File: config.mk
export PLATFORM = sky130hd
export DESIGN_NAME = sram_arbiter
export DESIGN_NICKNAME = d
export VERILOG_FILES = /design/src/rtl/sram_arbiter.sv
export SDC_FILE = /design/constraint.sdc
export NUM_CORES = 1
export LEC_CHECK = 0
export BUFFER_PORTS_ARGS = -buffer_cell sky130_fd_sc_hd__buf_4
export CAP_MARGIN = 0
export CORE_ASPECT_RATIO = 0.7
export CORE_UTILIZATION = 44
export DETAILED_ROUTE_END_ITERATION = 8
export PLACE_DENSITY = 0.77
export SYNTH_ARGS = -nofsm -noshare
export SYNTH_HDL_FRONTEND = slang
export SYNTH_SLANG_ARGS = --single-unit
export TNS_END_PERCENT = 30
File: constraint.sdc
create_clock -name wb_clk_i -period 1.9 [get_ports wb_clk_i]
set_clock_uncertainty 0.15 [all_clocks]
set_input_delay 0.19 -clock wb_clk_i [delete_from_list [all_inputs] [get_ports wb_clk_i]]
set_output_delay 0.19 -clock wb_clk_i [all_outputs]
set_load 0.005 [all_outputs]
File: src/rtl/sram_arbiter.sv
// sram_arbiter: shares one single-port SRAM between a design port and a Wishbone slave.
// Define SRAM_ARB_STARVE_EN to let Wishbone through after STARVE_LIMIT design grants.
module sram_arbiter #(
   parameter int STARVE_LIMIT = 4
) (
   input  logic       wb_clk_i,
   input  logic       wb_rst_i,
   input  logic       des_en_i,
   input  logic       des_req_i,
   input  logic       des_we_i,
   input  logic [5:0] des_addr_i,
   input  logic [7:0] des_wdata_i,
   output logic [7:0] des_rdata_o,
   output logic       des_ack_o,
   input  logic       wbs_cyc_i,
   input  logic       wbs_stb_i,
   input  logic       wbs_we_i,
   input  logic [5:0] wbs_adr_i,
   input  logic [7:0] wbs_dat_i,
   output logic [7:0] wbs_dat_o,
   output logic       wbs_ack_o,
   output logic       sram_cen_o,
   output logic       sram_gwen_o,
   output logic [5:0] sram_a_o,
   output logic [7:0] sram_d_o,
   input  logic [7:0] sram_q_i
);
   typedef enum logic [1:0] {IDLE, ACCESS, DONE} state_t;
   state_t state_q, state_d;
   logic des_vld, wb_vld, grant, grant_wb;
   logic owner_q, we_q;
   logic [5:0] addr_q;
   logic [7:0] wdata_q, des_rdata_q, wbs_rdata_q;
   assign des_vld = des_en_i & des_req_i;
   assign wb_vld = wbs_cyc_i & wbs_stb_i;
   assign grant = (state_q == IDLE) & (des_vld | wb_vld);
`ifdef SRAM_ARB_STARVE_EN
   logic [3:0] cnt_q, cnt_d;
   assign grant_wb = wb_vld & (~des_vld | (cnt_q == 4'(STARVE_LIMIT)));
   always_comb cnt_d = !grant ? cnt_q : grant_wb ? 4'd0 : wb_vld ? cnt_q + 4'd1 : cnt_q;
   always_ff @(posedge wb_clk_i or posedge wb_rst_i)
      if (wb_rst_i) cnt_q <= '0;
      else cnt_q <= cnt_d;
`else
   assign grant_wb = wb_vld & ~des_vld;
`endif
   always_ff @(posedge wb_clk_i or posedge wb_rst_i)
      if (wb_rst_i) state_q <= IDLE;
      else state_q <= state_d;
   always_comb state_d = (state_q == IDLE) ? (grant ? ACCESS : IDLE) : (state_q == ACCESS) ? DONE : IDLE;
   // Read data is forwarded straight from the SRAM during the ack cycle and latched for later.
   always_comb begin
      sram_cen_o = state_q != ACCESS;
      sram_gwen_o = !((state_q == ACCESS) && we_q);
      sram_a_o = addr_q;
      sram_d_o = wdata_q;
      des_ack_o = (state_q == DONE) && !owner_q;
      wbs_ack_o = (state_q == DONE) && owner_q;
      des_rdata_o = (des_ack_o && !we_q) ? sram_q_i : des_rdata_q;
      wbs_dat_o = (wbs_ack_o && !we_q) ? sram_q_i : wbs_rdata_q;
   end
   always_ff @(posedge wb_clk_i or posedge wb_rst_i)
      if (wb_rst_i) begin
         owner_q <= 1'b0;
         we_q <= 1'b0;
         addr_q <= '0;
         wdata_q <= '0;
         des_rdata_q <= '0;
         wbs_rdata_q <= '0;
      end else begin
         if (grant) begin
            owner_q <= grant_wb;
            we_q <= grant_wb ? wbs_we_i : des_we_i;
            addr_q <= grant_wb ? wbs_adr_i : des_addr_i;
            wdata_q <= grant_wb ? wbs_dat_i : des_wdata_i;
         end
         if (des_ack_o && !we_q) des_rdata_q <= sram_q_i;
         if (wbs_ack_o && !we_q) wbs_rdata_q <= sram_q_i;
      end
endmodule

==> flow_summary.json, run 1 <==
{
  "crit_family": "simple AND/OR/NAND/NOR gates",
  "cts.sinks": 34,
  "io_pins": 78,
  "portBuffers": 77,
  "setup_viol": 16,
  "layout_commonest_cell": "buf_4",
  "grt_setup_unrepaired": "true",
  "synth_area_leaders": "dfrtp_1 (57%), o221a_1 (11%), mux2_4 (8.1%)",
  "worstPathRequired_ns": 1.56,
  "min_from": "sram_q_i[0]",
  "crit_path_start_kind": "register",
  "grt-ovfl-total": 0,
  "r2r-end": "wbs_rdata_q[3]",
  "leakage_nw": 1.12,
  "endpoint_kind": "primary output",
  "clk_path_buf_depth": 2,
  "dieArea_sq_um": 3620,
  "slew_headroom_pct": 72.0,
  "path_clk_slew_ns": 0.07,
  "die_x_microns": 71.4,
  "r2r-start": "state_q[0]",
  "startpoint": "state_q[0]",
  "antenna_found_initial": 0,
  "final_cell_mix": "buf_4 (72), dfrtp_1 (34), mux2_4 (16), buf_6 (16)",
  "violations": "setup timing",
  "drtAntennaViolNets": 0,
  "pwr-share-comb_pct": 42.3,
  "row_count": 17,
  "syn_area_per_cell_sq_um": 14.7,
  "power_frac_seq_pct": 37.2,
  "path_depth": 5,
  "place_ws_ns": 0.0769,
  "status": "complete, but fails checks",
  "crit_slowest_cell": "dfrtp_1",
  "synth_top_area_share_pct": 57.3,
  "cpPeakStageDelay_ns": 0.41,
  "final_nets": 237,
  "grt_max_degree": 35,
  "cts_tree": "yes",
  "switching_power_w": 0.000803,
  "switching_share_pct": 26.4,
  "synth_top_cell_by_area": "dfrtp_1",
  "cp_max_fo": 7,
  "fp.coreArea_sq_um": 3190,
  "internal-power_w": 0.00224,
  "reg2reg_slack_ns": 0.22,
  "setup_ws_ns": -0.135,
  "drv_cap": 0,
  "min_period_ns": 2.03,
  "cp.arrival_ns": 1.69,
  "drv_slew": 0,
  "die_h_microns": 50.6,
  "yosys_warnings": 0,
  "post-route-period-util_pct": 107,
  "insertedDiodeCount": 0,
  "initial_core_util_pct": 46.5,
  "synth_cell_types": 19,
  "grt.busiest_layer": "met2",
  "ys_ff_latch": 34,
  "power.share.clock_pct": 20.4,
  "via_count": 1190,
  "finalWeightedCongestion": 0.701,
  "drive_gt1_share_pct": 61.9,
  "met2_usage_pct": 39.7,
  "cts_max_level": 2,
  "seq_area_frac_synth_pct": 57.3,
  "clkLatencyLatePin_ns": 0.28,
  "drc": 0,
  "wl_per_cell_microns": 16.3,
  "holdCritPathClass": "in2reg",
  "area_delta_synth_final_pct": 61.0,
  "hold_viol": 0,
  "power_density_nw_per_um2": 1270,
  "worstPathCellList": "and3b_2 > nor2b_4 > buf_12 > mux2_4 > buf_6",
  "wirelength_mm": 3.79,
  "grt_pass1_vias": 1264,
  "fin_util_pct": 74.9,
  "grt_pass1_wl_mm": 6.01,
  "fmax_ghz": 0.491,
  "tightest_slew_ns": 0.420,
  "hold_path_depth": 2,
  "numCtsBuffers": 5,
  "path_class": "reg2out",
  "met3_usage_pct": 5.22,
  "dp_hpwl_mm": 2.63,
  "grtUsageMet1_pct": 26.5,
  "grt_usage_pct": 22.4,
  "syn_area_sq_um": 1490,
  "drt-pass1-iter-count": 4,
  "syn_nets": 145,
  "holdPathEnd": "des_rdata_q[0]",
  "dr.first_iter.drc_count": 27,
  "r2r_cells": 5,
  "postSynthCellCount": 101,
  "root_buffer": "clkbuf_8",
  "viasPerCell": 5.13,
  "ir_worst_vdd_mv": 0.650,
  "crit_buf_inv": 2
}
-- cell usage after synthesis --
library cell and count:
nor2b_1 2, buf_4 2, mux2_4 8, nand2b_1 15
mux2_1 8, a211oi_4 1, and4bb_1 1, nand2_2 1
and4bb_2 1, nor2b_4 1, inv_1 2, and3b_1 1
o221a_1 15, dfrtp_1 34, buf_2 2, nor3b_2 1
buf_6 1, nor2_1 2, nand2_1 3
-- per-layer routing --
layer	wire (microns)	vias up
met4	53	0
met1	1600	589
met2	1960	44
met5	0	-
met3	176	7
li1	-	550
-- power by group through the flow --
stage	sequential, W	clock [W]	combinational, W
6_report	0.00113	0.000622	0.00129
5_1_grt	0.00116	0.000662	0.00138
4_1_cts	0.00113	0.000635	0.00129
3_5_place_dp	0.00113	0	0.00104
3_3_place_gp	0.00113	0	0.000999
2_1_floorplan	0.00111	0	0.000453
-- cell type report --
| cell class | instances | area (sq um) |
|---|---|---|
| Sequential cell | 34 | 851 |
| Fill cell | 218 | 800 |
| Timing Repair Buffer | 90 | 751 |
| Multi-Input combinational cell | 60 | 624 |
| Clock buffer | 8 | 110 |
| Tap cell | 38 | 47.5 |
| Inverter | 2 | 7.51 |
-- through the flow --
stage | std cells | setup TNS (ns) | total power [W] | instance area, sq um | hold slack (ns)
detailed placement | 216 | 0 | 0.00217 | 2110 | 0.166
CTS | 231 | -1.87 | 0.00306 | 2380 | 0.00940
floorplan | 101 | 0 | 0.00156 | 1490 | 0.182
finish | 232 | -2.05 | 0.00305 | 2390 | 0.0141
global route | 232 | -2.98 | 0.00320 | 2390 | 0.0101
global placement | 216 | 0 | 0.00212 | 2110 | 0.158
-- worst register-to-register path, cell delays in order (launching register included) --
cell,delay (ns)
dfrtp_1,0.41
and3b_2,0.25
nor2b_4,0.17
buf_12,0.15
mux2_4,0.31
buf_4,0.13
-- state kept, by name, indices dropped and copies added (netlist names) --
| signal | count |
|---|---|
| state_q | 2 |
| sram_d_o | 8 |
| we_q | 1 |
| des_rdata_q | 8 |
| owner_q | 1 |
| wbs_rdata_q | 8 |
| sram_a_o | 6 |
-- cells by family (layout without fill, tap and decap cells) --
| logic type | Yosys count | count (layout) | synth area share [%] |
|---|---|---|---|
| flip-flops | 34 | 34 | 57.3 |
| AND/OR/NAND/NOR | 28 | 28 | 12.9 |
| AO/OA/AOI/OAI | 16 | 16 | 12.7 |
| multiplexers | 16 | 16 | 14.2 |
| buffers and inverters | 7 | 100 | 2.95 |
-- how the worst max path moves through the flow --
stage | to | slack (ns)
final | wbs_dat_o[5] | -0.13
after floorplan | des_rdata_o[0] | 0.27
after CTS | des_rdata_o[5] | -0.12
after detailed placement | wbs_dat_o[0] | 0.08
after global placement | wbs_dat_o[0] | 0.14
after global routing | des_rdata_o[2] | -0.20
-- repair_timing --
action / in CTS / in global routing
hold buffers: 1 / 0
setup buffers: 6 / 1
resized for setup: 27 / 1
pin swaps: 1 / 1
hold endpoints to repair: 34 / 0
endpoints found under the setup margin: 16 / 16
Note: power is estimated with default switching activity, not from simulation.
==> run 2: changes to the inputs <==
ABC_AREA = 1   (was not set)
CAP_MARGIN = 20   (was 0)
CORE_MARGIN = 8   (was not set)
CORE_UTILIZATION = 46   (was 44)
PLACE_DENSITY = 0.78   (was 0.77)
==> flow_summary.json, run 2 <==
{
  "wirelength_mm": 4.74,
  "hold_viol": 0,
  "postSynthCellCount": 206,
  "drtAntennaViolNets": 0,
  "synth-edff-count": 0,
  "drv_cap": 0,
  "row_count": 18,
  "cts.sinks": 34,
  "area_delta_synth_final_pct": 48.5,
  "ys_ff_latch": 34,
  "ir_worst_vdd_mv": 0.707,
  "power_density_nw_per_um2": 1170,
  "yosys_warnings": 0,
  "leakage_nw": 1.32,
  "synth_top_cell_by_area": "dfrtp_1",
  "worstPathCellList": "inv_4 > nor2_4 > buf_4 > nand3_4 > o21ai_2 > buf_4",
  "seq_area_frac_synth_pct": 49.8,
  "fp.coreArea_sq_um": 3540,
  "cts_tree": "yes",
  "drive_gt1_share_pct": 44.6,
  "setup_viol": 0,
  "holdWs_ns": 0.0579,
  "synth.most_common_cell": "nor2_1",
  "clkLatencyLatePin_ns": 0.28,
  "dpl-instance-area_sq_um": 2300,
  "syn_area_per_cell_sq_um": 8.30,
  "worstPathRequired_ns": 1.56,
  "r2r-end": "sram_a_o[3]",
  "antenna_found_initial": 0,
  "clk_path_buf_depth": 2,
  "fmax_ghz": 0.529,
  "final_cell_mix": "buf_4 (84), nor2_1 (45), dfrtp_1 (32)",
  "dp_hpwl_mm": 3.41,
  "portBuffers": 77,
  "cp_max_fo": 8,
  "root_buffer": "clkbuf_8",
  "synth_cell_types": 18,
  "syn_area_sq_um": 1710,
  "synthAdderAreaFrac_pct": 0,
  "final_nets": 337,
  "grt_usage_pct": 15.7,
  "slew_headroom_pct": 72.2,
  "grt_pass1_wl_mm": 7.18,
  "crit_slowest_cell": "dfrtp_2",
  "finalWeightedCongestion": 0.816,
  "min_period_ns": 1.89,
  "crit_path_start_kind": "register",
  "endpoint_kind": "primary output",
  "async_flop_share_pct": 100,
  "path_class": "reg2out",
  "synthSimpleGateAreaFrac_pct": 31.5,
  "post-route-period-util_pct": 99.5,
  "grt_setup_unrepaired": "true",
  "cp.arrival_ns": 1.55,
  "synth_area_leaders": "dfrtp_1 (50%), nor2_1 (9.9%), o21ai_2 (8.2%)",
  "io_pins": 78,
  "holdCritPathClass": "in2reg",
  "cts_max_level": 2,
  "viasPerCell": 4.65,
  "syn_nets": 250,
  "layout_commonest_cell": "buf_4",
  "drt-pass1-iter-count": 4,
  "drc": 0,
  "wl_per_cell_microns": 13.8,
  "grt-ovfl-total": 0,
  "cpPeakStageDelay_ns": 0.41,
  "initial_core_util_pct": 48.3,
  "synth-compound-area-share_pct": 8.49,
  "r2r-start": "state_q[1]",
  "synthMuxAreaShare_pct": 0,
  "tightest_slew_ns": 0.417,
  "insertedDiodeCount": 0,
  "synthTopCellsByCount": "nor2_1 (45), dfrtp_1 (34), inv_1 (28)",
  "path_clk_slew_ns": 0.07,
  "grt_max_degree": 35,
  "synth_top_area_share_pct": 49.8,
  "startpoint": "state_q[1]",
  "synth_xor_area_share_pct": 0,
  "dr.first_iter.drc_count": 99,
  "die_x_microns": 88.9,
  "ys.flop_type": "dfrtp_1",
  "final_area_sq_um": 2540,
  "numCtsBuffers": 5,
  "via_count": 1600,
  "synth_top_family_by_area": "simple AND/OR/NAND/NOR gates",
  "status": "finished, final reports clean",
  "r2r_cells": 6,
  "grt_pass1_vias": 1516,
  "crit_top_cell": "buf_4",
  "reg2reg_slack_ns": 0.33,
  "dieArea_sq_um": 5950,
  "drv_slew": 0,
  "die_h_microns": 67,
  "cp-endpoint": "des_rdata_o[2]"
}
run 2: changes by cell type in the layout (fill, tap and decap cells not counted), moves of 12 or more:
cell,before,now
buf_6,16,1
nand2_1,3,26
o21ai_2,0,14
o221a_1,15,0
nor2_1,2,45
inv_1,2,26
buf_4,72,84
nand3_1,0,26
mux2_4,16,0
nand2b_1,15,0
run 2: cells by family after synthesis:
| kind of cell | count (synthesis) |
|---|---|
| and+or+nand+nor | 116 |
| buffers and inverters | 39 |
| AOI/OAI and AO/OA | 17 |
| DFF | 34 |
run 2: how the worst min path moves through the flow:
stage                         startpoint              to  slack [ns]  depth (start not counted)
after floorplan                 wb_rst_i  des_rdata_q[0]        0.18                          1
after global placement          wb_rst_i  des_rdata_q[6]        0.16                          3
after detailed placement        wb_rst_i  des_rdata_q[6]        0.16                          3
after CTS                 des_wdata_i[1]     sram_d_o[1]        0.05                          5
after global routing      des_wdata_i[1]     sram_d_o[1]        0.06                          5
final                     des_wdata_i[2]     sram_d_o[2]        0.06                          5
run 2: area by class of cell:
cell class | instances | area [sq um]
clock inverter | 2 | 12.5
sequential | 34 | 853
tap | 50 | 62.6
clock buffer | 6 | 82.6
inverter | 31 | 125
multi-input combinational | 135 | 751
fill | 306 | 997
timing repair buffer | 86 | 652
run 2: stage by stage:
stage	total power (W)	setup slack, ns	cells	setup TNS, ns	utilization (%)
2_1_floorplan	0.00169	0.549	206	0	-
3_3_place_gp	0.00227	0.202	326	0	65.1
3_5_place_dp	0.00231	0.163	326	0	65.1
4_1_cts	0.00288	-0.00986	335	-0.0170	68.5
5_1_grt	0.00317	-0.0967	344	-0.892	71.8
6_report	0.00296	0.00946	344	0	71.8
run 2: routing by layer:
| layer | track usage [%] | vias to the layer above | part of all wire, % |
|---|---|---|---|
| met4 | 6.29 | 0 | 1.1 |
| met5 | 0 | - | 0 |
| met3 | 4.67 | 4 | 4.8 |
| li1 | - | 817 | - |
| met1 | 19.7 | 746 | 44 |
| met2 | 24.8 | 33 | 50 |
run 2: power by group:
part	switching (W)	internal [W]
registers	0.000145	0.00100
logic	0.000594	0.000671
clock network	0.000256	0.000291
total	0.000995	0.00197
run 2: repair_timing:
item / in CTS / in global routing
pin swaps: 0 / 5
resized for setup: 2 / 11
setup endpoints to repair: 16 / 16
cloned: 0 / 2
hold buffers: 1 / 0
setup buffers: 0 / 7
endpoints found under the hold margin: 34 / 0
run 2: critical path: cells and delay by family (launching register included):
kind	cells	cell delay (ns)
flops	1	0.41
buf+inv	3	0.35
simple gates	2	0.33
compound gates	1	0.18
==> run 3: changes to the inputs <==
CORE_UTILIZATION = 50   (was 46)
PLACE_DENSITY = 0.84   (was 0.78)
SETUP_SLACK_MARGIN = 0.1   (was not set)
clock period = 2.2 ns   (was 1.9 ns; I/O delays follow)
==> flow_summary.json, run 3 (same netlist as run 2, synthesis figures left out) <==
{
  "clk_path_buf_depth": 2,
  "layout_commonest_cell": "buf_4",
  "ir_worst_vdd_mv": 0.851,
  "area_delta_synth_final_pct": 40.3,
  "leakage_nw": 1.29,
  "drv_slew": 0,
  "power_density_nw_per_um2": 1020,
  "cp_max_fo": 16,
  "path_clk_slew_ns": 0.07,
  "final_cell_mix": "buf_4 (78), nor2_1 (45), dfrtp_1 (34), inv_1 (28), nand2_1 (27)",
  "cts_tree": "yes",
  "switching_share_pct": 32.7,
  "power.share.clock_pct": 19.4,
  "grt_setup_unrepaired": "true",
  "fmax_ghz": 0.480,
  "cp.arrival_ns": 1.71,
  "cts_max_level": 2,
  "grt_max_degree": 35,
  "status": "finished, final reports clean",
  "grt_usage_pct": 16.7,
  "insertedDiodeCount": 0,
  "dpl-instance-area_sq_um": 2300,
  "setup_viol": 0,
  "row_count": 17,
  "finalWeightedCongestion": 0.824,
  "fin_cells": 332,
  "dp_hpwl_mm": 3.51,
  "path_class": "reg2out",
  "endpoint_kind": "primary output",
  "power_frac_seq_pct": 40.0,
  "numCtsBuffers": 5,
  "final_area_sq_um": 2400,
  "grt-ovfl-total": 0,
  "grt_pass1_wl_mm": 7.38,
  "io_pins": 78,
  "slew_headroom_pct": 71.9,
  "reg2reg_slack_ns": 0.66,
  "drtAntennaViolNets": 0,
  "portBuffers": 77,
  "dr.first_iter.drc_count": 94,
  "die_h_microns": 64.9,
  "holdWs_ns": 0.0869,
  "initial_core_util_pct": 53.2,
  "drv_cap": 0,
  "pwr-share-comb_pct": 40.5,
  "via_count": 1531,
  "finalPower_w": 0.00244,
  "final_nets": 328,
  "wirelength_mm": 4.52,
  "fp.coreArea_sq_um": 3210,
  "dieArea_sq_um": 5570,
  "root_buffer": "clkbuf_8",
  "clkLatencyLatePin_ns": 0.29,
  "antenna_found_initial": 0,
  "wl_per_cell_microns": 13.6,
  "tightest_slew_ns": 0.421,
  "crit_path_start_kind": "register",
  "cts.sinks": 34,
  "drt-pass1-iter-count": 4,
  "fin_util_pct": 74.7,
  "viasPerCell": 4.61,
  "drc": 0,
  "dp.cells": 323,
  "post-route-period-util_pct": 94.6,
  "internal-power_w": 0.00164,
  "switching_power_w": 0.000799,
  "hold_viol": 0,
  "worstPathRequired_ns": 1.83,
  "grt_pass1_vias": 1547,
  "die_x_microns": 85.9,
  "holdCritPathClass": "in2reg",
  "min_period_ns": 2.08,
  "cts_resized": 0,
  "drive_gt1_share_pct": 40.7
}
run 3: cell count changes in the layout (fill, tap and decap cells not counted), sizes merged:
cell | before | now
inv | 30 | 31
buf | 85 | 78
nand3 | 30 | 28
clkinvlp | 2 | 0
clkbuf | 6 | 7
run 3: timing repair:
| action | in CTS | in global routing |
|---|---|---|
| hold buffers | 1 | 0 |
| buffers inserted | 0 | 0 |
| endpoints found under the hold margin | 34 | 0 |
| setup endpoints to repair | 0 | 16 |
run 3: stage by stage:
stage	setup WS [ns]	setup TNS [ns]
2_1_floorplan	0.819	0
3_3_place_gp	0.496	0
3_5_place_dp	0.441	0
4_1_cts	0.119	0
5_1_grt	-0.00338	-0.00400
6_report	0.118	0
run 3: critical path, stage by stage, from the launching register on:
cell	delay, ns
dfrtp_1	0.47
nor2_4	0.16
nand3_2	0.34
o21ai_2	0.30
buf_4	0.15
run 3: layout make-up:
type                            count  area (sq um)
Multi-Input combinational cell    133           683
Sequential cell                    34           851
Clock inverter                      1          5.00
Timing Repair Buffer               79           596
Tap cell                           47          58.8
Inverter                           31           119
Clock buffer                        7          86.3
Fill cell                         265           813
run 3: metal layers:
layer / GRT usage [%] / part of all wire [%]
met3: 5.79 / 5.4
met4: 6.74 / 1.6
met5: 0 / 0
met1: 20.2 / 43
met2: 26.5 / 50
run 3: final timing paths:
check,start,to,cells past startpoint
max in group asynchronous,wb_rst_i,sram_d_o[5],4
min in group asynchronous,wb_rst_i,sram_d_o[7],4
worst min register to register,wbs_rdata_q[2],wbs_rdata_q[2],2
worst max register to register,state_q[0],des_rdata_q[3],4
worst max-delay path,state_q[0],des_rdata_o[2],4
worst min-delay path,des_wdata_i[7],sram_d_o[7],5
run 3: power by group through the flow:
stage | Sequential [W] | Clock (W) | Combinational, W
after CTS | 0.000982 | 0.000481 | 0.00101
after global placement | 0.000983 | 0 | 0.000979
after floorplan | 0.000976 | 0 | 0.000483
after detailed placement | 0.000991 | 0 | 0.00101
after global routing | 0.00100 | 0.000520 | 0.00110
final | 0.000978 | 0.000475 | 0.000990
